$ cat config.mk
export PLATFORM = sky130hd
export DESIGN_NAME = keypad_emulator
export DESIGN_NICKNAME = d
export VERILOG_FILES = /design/src/rtl/keypad_emulator.sv
export SDC_FILE = /design/constraint.sdc
export NUM_CORES = 1
export LEC_CHECK = 0
export ABC_AREA = 1
export CAP_MARGIN = 20
export CORE_MARGIN = 2
export CORE_UTILIZATION = 47
export CTS_BUF_LIST = sky130_fd_sc_hd__clkbuf_8
export DETAILED_ROUTE_END_ITERATION = 8
export PLACE_DENSITY = 0.76
export SYNTH_ARGS = -nofsm -noshare
export SYNTH_HDL_FRONTEND = slang
export SYNTH_SLANG_ARGS = --single-unit
$ cat constraint.sdc
create_clock -name clk -period 1.5 [get_ports clk]
set_clock_uncertainty 0.1 [all_clocks]
set_input_delay 0.375 -clock clk [delete_from_list [all_inputs] [get_ports clk]]
set_output_delay 0.375 -clock clk [all_outputs]
set_load 0.02 [all_outputs]
$ cat src/rtl/keypad_emulator.sv
`default_nettype none
// ============================================================================
// keypad_emulator : keypad side of the 4x4 matrix interface; answers column
// strobes with the row of a requested key for HOLD scan frames, then GAP frames.
// Revision 1.0
// ============================================================================
module keypad_emulator #(
  parameter int HOLD_SCANS = 2,
  parameter int GAP_SCANS  = 2
) (
  input  logic       clk,
  input  logic       rst_n,
  input  logic [3:0] key_code,
  input  logic       key_valid,
  output logic       key_ready,
  input  logic [3:0] col,
  output logic [3:0] row,
  output logic       busy,
  output logic       done
);

  localparam logic [3:0] HOLD_N = 4'(HOLD_SCANS);
  localparam logic [3:0] GAP_N  = 4'(GAP_SCANS);

  typedef enum logic [1:0] {
    IDLE  = 2'd0,
    PRESS = 2'd1,
    GAP   = 2'd2
  } state_t;

  state_t     state;
  logic [3:0] cnt;
  logic [3:0] code;
  logic [3:0] col_q;
  logic [3:0] row_oh;
  logic [3:0] col_oh;
  logic [3:0] cnt_inc;
  logic       tick;

  // Index 00 maps to the highest line so the scanner's code round-trips.
  function automatic logic [3:0] decode(input logic [1:0] idx);
    logic [3:0] oh;
    unique case (idx)
      2'b01:   oh = 4'b0001;
      2'b10:   oh = 4'b0010;
      2'b11:   oh = 4'b0100;
      default: oh = 4'b1000;
    endcase
    return oh;
  endfunction

  assign row_oh    = decode(code[3:2]);
  assign col_oh    = decode(code[1:0]);
  assign tick      = (col == 4'b0000) && (col_q != 4'b0000);
  assign cnt_inc   = cnt + 4'd1;
  assign key_ready = (state == IDLE);
  assign busy      = (state != IDLE);

  always_ff @(posedge clk or negedge rst_n) begin
    if (!rst_n) begin
      state <= IDLE;
      row   <= 4'b0000;
      done  <= 1'b0;
      cnt   <= 4'd0;
      code  <= 4'd0;
      col_q <= 4'b0000;
    end else begin
      col_q <= col;
      done  <= 1'b0;
      case (state)
        IDLE: begin
          row <= 4'b0000;
          if (key_valid) begin
            code  <= key_code;
            cnt   <= 4'd0;
            state <= PRESS;
          end
        end
        PRESS: begin
          row <= (col == col_oh) ? row_oh : 4'b0000;
          if (tick) begin
            cnt <= cnt_inc;
            if (cnt_inc == HOLD_N) begin
              state <= GAP;
              cnt   <= 4'd0;
              row   <= 4'b0000;
            end
          end
        end
        GAP: begin
          row <= 4'b0000;
          if (tick) begin
            cnt <= cnt_inc;
            if (cnt_inc == GAP_N) begin
              state <= IDLE;
              cnt   <= 4'd0;
              done  <= 1'b1;
            end
          end
        end
        default: begin
          state <= IDLE;
          row   <= 4'b0000;
        end
      endcase
    end
  end

endmodule
`default_nettype wire

# Word-level counts from Yosys, hierarchy flattened
# Cells that the tools add are included.
# totals
ff_bits,19
latchBits,0
mem_bits_rw,0
mem_bits_ro,0
inputBits,11
output_inout_bits,7
elab_cells,52
memories,0
# classes
addsub,1
n_mul,0
div,0
order_cmp,0
eq_ne,16
shifts,0
n_mux,19
bitwise_logic,0
n_reduce_logical,10
# op_table
operator,n
$mux 4,7
$pmux 4 s3,2
$eq 2x2->1 const B,5
$mux 2,5
$ne 2x2->1 const B,5
$pmux 4 s2,1
$eq 2x1->1 const B,3
$pmux 2 s3,1
$reduce_and 5->1,1
$add 4x1->4 const B,1
$eq 4x2->1 const B,1
$eq 4x4->1,1
$logic_not 4->1,1
$reduce_bool 2->1,2
$reduce_bool 4->1,1
$mux 1,3
$reduce_and 3->1,1
$logic_not 2->1,1
$ne 2x1->1 const B,1
$reduce_and 2->1,1
$reduce_or 2->1,1
$logic_and 1x1->1,1

# Longest topological paths before layout
# Gate-level depths: netlist (run 1).
# depth
depth_word,7
mapped_depth,10

# Worst setup path before layout (run 1)
# No wires, ideal clock.
# synth_path
path_type,flip-flop to flip-flop
from,reg state[0]
to,reg state[1]
arrival_time_ps,1371
path_slack_ps,-88
path_stages_with_launch,7
n_path_buf,0
period_less_slack_ps,1588
path_cell_list,dfrtp_1 inv_1 ha_1 inv_1 or2_2 nand3_1 nand2_1
# synth_between
elab_chain_len,3
word_cells_on_any_way,10
classes_between,eq/ne (7); mux (1); reduce/logical (2)
# synth_lines
element,line_no,source
"start, declared",31,state_t state;
"start signal, assigned",61,state <= IDLE;
"start signal, assigned",76,state <= PRESS;
"start signal, assigned",84,state <= GAP;
$logic_not 2->1 *,n/a,
net key_ready,15,"output logic key_ready,"
$ne 2x2->1 (no source line),n/a,
$reduce_and 5->1 (no source line),n/a,
# The timed path passes the listed nets; every way through them passes the cells marked *.
# A chain may end at the register's enable or synchronous reset.

# Worst setup path after layout (run 1)
# layout_path
from,reg state[1]
to,out busy
# layout_between
elab_chain_len,1
# layout_lines
element,line_no,source
$reduce_bool 2->1,57,assign busy = (state != IDLE);
"end, declared",18,"output logic busy,"
# Every way passes these cells.

==> metrics.cfg, run 1 <==
[status]
status=complete, but fails checks
failed_checks=negative setup slack

[setup_path]
arrival_ps=1050
cp.required_ps=1020
setup.worst_path.class=register to output port
crit_path_end_kind=output port
cp-start-kind=register
critPathMaxFanout=4

[route]
firstDrtPassIters=4
drc=0
vias=815
vias_per_cell=4.579
drtIter0Drc=11
finalWirelength_mm=1.875
wl_per_cell_um=10.53
antenna_left=0

[yosys]
postSynthCellCount=114
syn-cell-area_um2=952.2
yosysWarnings=0
syn_area_per_cell_um2=8.352
yosysSeqAreaShare=0.4993
ys_types=17
synth-seq-cells=19
synthesis.nets=130

[sta]
maxClockFrequency_ghz=0.6577
finalSetupViolCount=2
slew_violations=0
rsz0062_at_grt=yes
fin_crit_ps=1521
tightest_slew_ps=254.9
period_share=1.014
finalSetupTns_ps=-22.13
slew_headroom=0.8300
postLayoutSetupSlackWorst_ps=-20.52
finalHoldViolations=0

[grt]
grt_max_degree=20
grt_pass1_vias=852
grt_util_all_layers=0.1886
antenna_found_initial=0
grt-ovfl-total=0
grt_pass1_wl_mm=3.470

[cells_and_area]
diodes=0
drive_above_1_share=0.2649
final_util=0.6952
fin_nets=168
area_growth_pct=41.79

[clocking]
htreeDepth=1
clk_pin_slew_ps=70
ctsLongestPathBuffers=2
cts_tree=yes
cts-root-buf=clkbuf_8
cts.sinks=19
cts-hold-fix-buffers=0
cts_buffers=3
insertion_delay_ps=250

[die]
start_util=0.4903
die_x_um=49.01
die_area_um2=2402
die_h_um=49.01
rows=16
io_pins=18
core_region_area_um2=1942

[job]
max-cap-violations=0

[pwr]
cellPowerDensity_nw_per_um2=1645
ir_worst_vdd_mv=1.120
cellLeakagePower_nw=0.6889

[min_path]
hold_path.class=input pin to register

[placed_design]
hpwl_mm=1.483
place.gp.congestion=0.8011
io_buffer_count=17

## stage by stage
stage	hold slack, ps	setup WS, ps	power [W]	cells	cell area (um^2)
after floorplan	-20.59	6.028	0.001317	114	954.7
after global placement	406.3	-223.1	0.001703	173	1271
after detailed placement	405.3	-256.4	0.001745	173	1271
after CTS	346.1	-45.02	0.002145	177	1323
after global routing	316.5	-69.96	0.002410	178	1350
final	296.8	-20.52	0.002220	178	1350
## flip-flops by register name, indices dropped and copies added, names as in the netlist
signal  cells
cnt         4
code        4
col_q       4
row         4
state       2
done        1
## per-layer routing
metal  global-route usage  vias up  wire [um]
met5                    0        -          0
met4               0.1000        0         31
met3              0.03067        4         53
met2               0.3379       15        980
met1               0.2141      366        810
li1                     -      430          -
## cells in the final DEF (no fill, tap or decap)
cell type        synthesis  routed
a21oi_1                  1       1
a22oi_1                  1       1
buf_4                    0      17
buf_6                    0       1
clkbuf_8                 0       3
clkdlybuf4s50_1          0       8
clkinv_2                 0       1
dfrtp_1                 19      19
dlygate4sd2_1            0       5
dlymetal6s2s_1           0       2
ha_1                     5       3
ha_2                     0       1
ha_4                     0       1
inv_1                   18      14
inv_2                    1       4
inv_4                    0       1
nand2_1                 29      28
nand2_2                  3       4
nand3_1                  7       7
nand3_2                  1       1
nand4_1                  2       2
nor2_1                  11      11
nor2_2                   1       1
nor2_4                   2       2
o21ai_0                 10       9
o21ai_1                  0       1
o22ai_4                  0       1
or2_2                    2       1
or2_4                    0       1
## synth_stat cells
cell,count,area [um^2]
inv_1,18,67.56
nand2_1,29,108.9
nand2_2,3,18.77
nand4_1,2,12.51
or2_2,2,12.51
nor2_1,11,41.29
ha_1,5,62.56
nor2_2,1,6.260
nand3_2,1,10.01
a21oi_1,1,5.000
a22oi_1,1,7.510
o21ai_0,10,50.05
nor2_4,2,22.52
o22ai_2,1,12.51
nand3_1,7,35.03
dfrtp_1,19,475.5
inv_2,1,3.750
## cells by family after synthesis
kind of cell	share of synthesized area
DFF	0.4993
AOI/OAI and AO/OA	0.07884
adders and majority gates	0.06570
and+or+nand+nor	0.2812
buffers and inverters	0.07489
## critical path, stage by stage, from the launching register on
cell and delay [ps]:
dfrtp_1 400, inv_2 80, ha_4 150, inv_2 40
buf_6 120
## repair_timing
| action | 4_1_cts | 5_1_grt |
|---|---|---|
| endpoints found under the setup margin | 11 | 12 |
| resized for setup | 21 | 8 |
| pin swaps | 2 | 6 |
| hold endpoints to repair | 0 | 0 |
| setup buffers | 0 | 1 |
## path summary, 6_finish.rpt
path / start / end / slack [ps] / cells after the start
worst max register to register: state[1]$_DFFE_PN0P_ / state[1]$_DFFE_PN0P_ / 80 / 8
max in group asynchronous: rst_n / code[2]$_DFFE_PN0P_ / 750 / 2
min in group asynchronous: rst_n / cnt[0]$_DFFE_PN0P_ / 340 / 2
worst min-delay path: col[3] / col_q[3]$_DFF_PN0_ / 300 / 2
worst max-delay path: state[1]$_DFFE_PN0P_ / busy / -20 / 4
worst min register to register: cnt[3]$_DFFE_PN0P_ / cnt[3]$_DFFE_PN0P_ / 420 / 2
## final cells by class
type	count	area, um^2
multi-input cells	76	432.9
well taps	27	33.78
clock buffers	3	41.29
fillers	162	591.8
clock inverters	1	5.005
flip-flops and latches	19	475.5
repair buffers	33	287.8
inverters	19	73.82
## power by group
part | internal [W] | total [W] | switching [W]
clock network | 0.000184 | 0.000349 | 0.000165
registers | 0.000625 | 0.000708 | 0.0000836
logic | 0.000551 | 0.00116 | 0.000612
Power figures use the tool's default switching activity.
==> run 2: changes to the inputs <==
--- a/config.mk
+++ b/config.mk
@@ -7,11 +7,11 @@
 export LEC_CHECK = 0
 export ABC_AREA = 1
 export CAP_MARGIN = 20
-export CORE_MARGIN = 2
 export CORE_UTILIZATION = 47
 export CTS_BUF_LIST = sky130_fd_sc_hd__clkbuf_8
 export DETAILED_ROUTE_END_ITERATION = 8
 export PLACE_DENSITY = 0.76
+export SKIP_LAST_GASP = 1
 export SYNTH_ARGS = -nofsm -noshare
 export SYNTH_HDL_FRONTEND = slang
 export SYNTH_SLANG_ARGS = --single-unit
==> constraint.sdc (replaced) <==
create_clock -name clk -period 1.35 [get_ports clk]
set_clock_uncertainty 0.1 [all_clocks]
set_input_delay 0.3375 -clock clk [delete_from_list [all_inputs] [get_ports clk]]
set_output_delay 0.3375 -clock clk [all_outputs]
set_load 0.02 [all_outputs]
==> run 2 against run 1 <==
Against the previous run:
- the flow still finishes with violations (negative setup slack)
- first-iteration DRC count is 55% higher
- worst hold slack better by 17 ps
- worst setup slack worse by 110 ps
==> metrics.cfg, run 2 (synthesis results as in run 1) <==
[status]
status=complete, but fails checks
failed_checks=negative setup slack

[sta]
finalHoldViolations=0  ; unchanged
maxClockFrequency_ghz=0.6751
tightest_slew_ps=268.7  ; +13.77 ps
postLayoutSetupSlackWorst_ps=-131.3  ; -110.7 ps
period_share=1.097
rsz0062_at_grt=yes
slew_violations=0  ; unchanged
fin_crit_ps=1481
slew_headroom=0.8209  ; -0.009182
finalSetupViolCount=9  ; +7

[setup_path]
cp-start-kind=register
crit_top_cell=inv_2
worst-path-buf-inv=3  ; unchanged
max_stage_delay_ps=400  ; about the same
critPathMaxFanout=3  ; -1
arrival_ps=1040  ; about the same
path_delay_family=flip-flops
setup.worst_path.class=register to output port
crit_path_end_kind=output port
cpMaxStageDelayCell=dfrtp_1
worstPathCellList=inv_2 > ha_4 > inv_2 > buf_6
cp.required_ps=910  ; -110 ps

[cells_and_area]
drive_above_1_share=0.3885  ; +0.1236
multiInputGateArea_um2=480.5  ; +11%
final-seq-area_um2=475.5  ; unchanged
mostFrequentLayoutCells=nand2_1, buf_4, dfrtp_1, inv_1, o21ai_1
final_common_cell=nand2_1
nFillCells=128  ; -21%
finalNonFillerCells=182  ; +2.2%
fin_nets=174  ; +3.6%
area_growth_pct=50.59
diodes=0  ; unchanged

[grt]
grt_max_degree=20  ; unchanged
grt_pass1_vias=865  ; +1.5%
antenna_found_initial=0  ; unchanged
grt_pass1_wl_mm=3.436  ; -0.98%
grt-ovfl-total=0  ; unchanged
grt_util_all_layers=0.2228  ; +0.03414

[clocking]
clk_pin_slew_ps=70  ; about the same
cts-hold-fix-buffers=0  ; unchanged
insertion_delay_ps=250  ; about the same
cts-root-buf=clkbuf_8
cts.sinks=19  ; unchanged
cts_buffers=3  ; unchanged
cts_tree=yes
htreeDepth=1  ; unchanged
ctsLongestPathBuffers=2  ; unchanged

[die]
core_region_area_um2=1821  ; -6.2%
io_pins=18  ; unchanged
rows=15  ; -1
die_h_um=47.01  ; -4.1%
start_util=0.5230  ; +0.03269
die_x_um=47.01  ; -4.1%
die_area_um2=2210  ; -8.0%

[route]
finalWirelength_mm=2.262  ; +21%
antenna_left=0  ; unchanged
drtIter0Drc=17  ; +6
vias_per_cell=4.907  ; +7.2%
wl_per_cell_um=12.43  ; +18%
firstDrtPassIters=4  ; unchanged
drc=0  ; unchanged
vias=893  ; +9.6%

[pwr]
power.total_w=0.002741  ; +23%
ir_worst_vdd_mv=1.447  ; +29%
power.switching_w=0.001098  ; +28%
p_comb_frac=0.565  ; +0.041
p_clk_frac=0.139  ; -0.018
seqPwrFrac=0.295  ; -0.024
cellLeakagePower_nw=0.6997  ; +1.6%
cellPowerDensity_nw_per_um2=1912  ; +16%
swShare=0.4004  ; +0.01282
p_int_w=0.001643  ; +21%

[job]
max-cap-violations=0  ; unchanged

[placed_design]
hpwl_mm=1.519  ; +2.5%
io_buffer_count=17  ; unchanged
dp_cells=175  ; +1.2%
place.gp.congestion=0.7898  ; -1.4%

[min_path]
hold_path.class=input pin to asynchronous set/reset pin

run 2: cell count changes in the layout (fill, tap and decap cells not counted), moves of 3 or more:
cell / delta
o21ai_0: -9
o21ai_1: +9
nand2_1: -6
buf_4: +3
buf_6: +3
clkbuf_2: +3
nand2_2: +3
nand2_4: +3
run 2: repair_timing:
| item | 4_1_cts | 5_1_grt |
|---|---|---|
| buffers inserted | 2 | 2 |
| setup endpoints to repair | 20 | 20 |
| pin swaps | 9 | 11 |
| resized for setup | 31 | 26 |
run 2: power by group through the flow:
stage          sequential [W]  clock (W)  combinational (W)
5_1_grt              0.000821   0.000410            0.00170
3_5_place_dp         0.000795          0            0.00132
2_1_floorplan        0.000795          0           0.000775
3_3_place_gp         0.000790          0            0.00127
6_report             0.000810   0.000382            0.00155
4_1_cts              0.000789   0.000386            0.00139
run 2: metrics by stage:
step,cell area [um^2],hold WS [ps],utilization,setup TNS [ps],setup slack (ps)
final,1434,313.9,0.7876,-731.5,-131.3
after global routing,1434,355.6,0.7876,-1483,-178.8
after CTS,1395,320.8,0.7663,-747.7,-130.2
after detailed placement,1319,418.2,0.7244,-4389,-393.5
after global placement,1319,403.1,0.7244,-3942,-330.9
after floorplan,974.7,-58.09,-,-50.44,-11.52
run 2: worst paths after layout:
check	cells after the start	slack, ps	start	endpoint
max in group asynchronous	2	630	rst_n	col_q[3]$_DFF_PN0_
worst max register to register	9	-90	cnt[0]$_DFFE_PN0P_	state[1]$_DFFE_PN0P_
worst max-delay path	4	-130	state[1]$_DFFE_PN0P_	busy
worst min register to register	2	450	code[2]$_DFFE_PN0P_	row[2]$_DFF_PN0_
worst min-delay path	2	310	rst_n	row[1]$_DFF_PN0_
min in group clk	2	360	col[0]	col_q[0]$_DFF_PN0_
run 2: layout make-up:
cell class / instances / share of cell area
inverters: 19 / 0.05323
repair buffers: 39 / 0.2269
well taps: 25 / 0.02181
clock buffers: 3 / 0.02880
flip-flops and latches: 19 / 0.3316
clock inverters: 1 / 0.002618
multi-input cells: 76 / 0.3351
run 2: per-layer routing:
metal	up-vias	global-route usage	part of all wire	routed length, um
met1	418	0.2591	0.41	928
met3	8	0.03846	0.031	71
li1	441	-	-	-
met2	26	0.4167	0.53	1203
met5	-	0	0	0
met4	0	0.06286	0.026	58
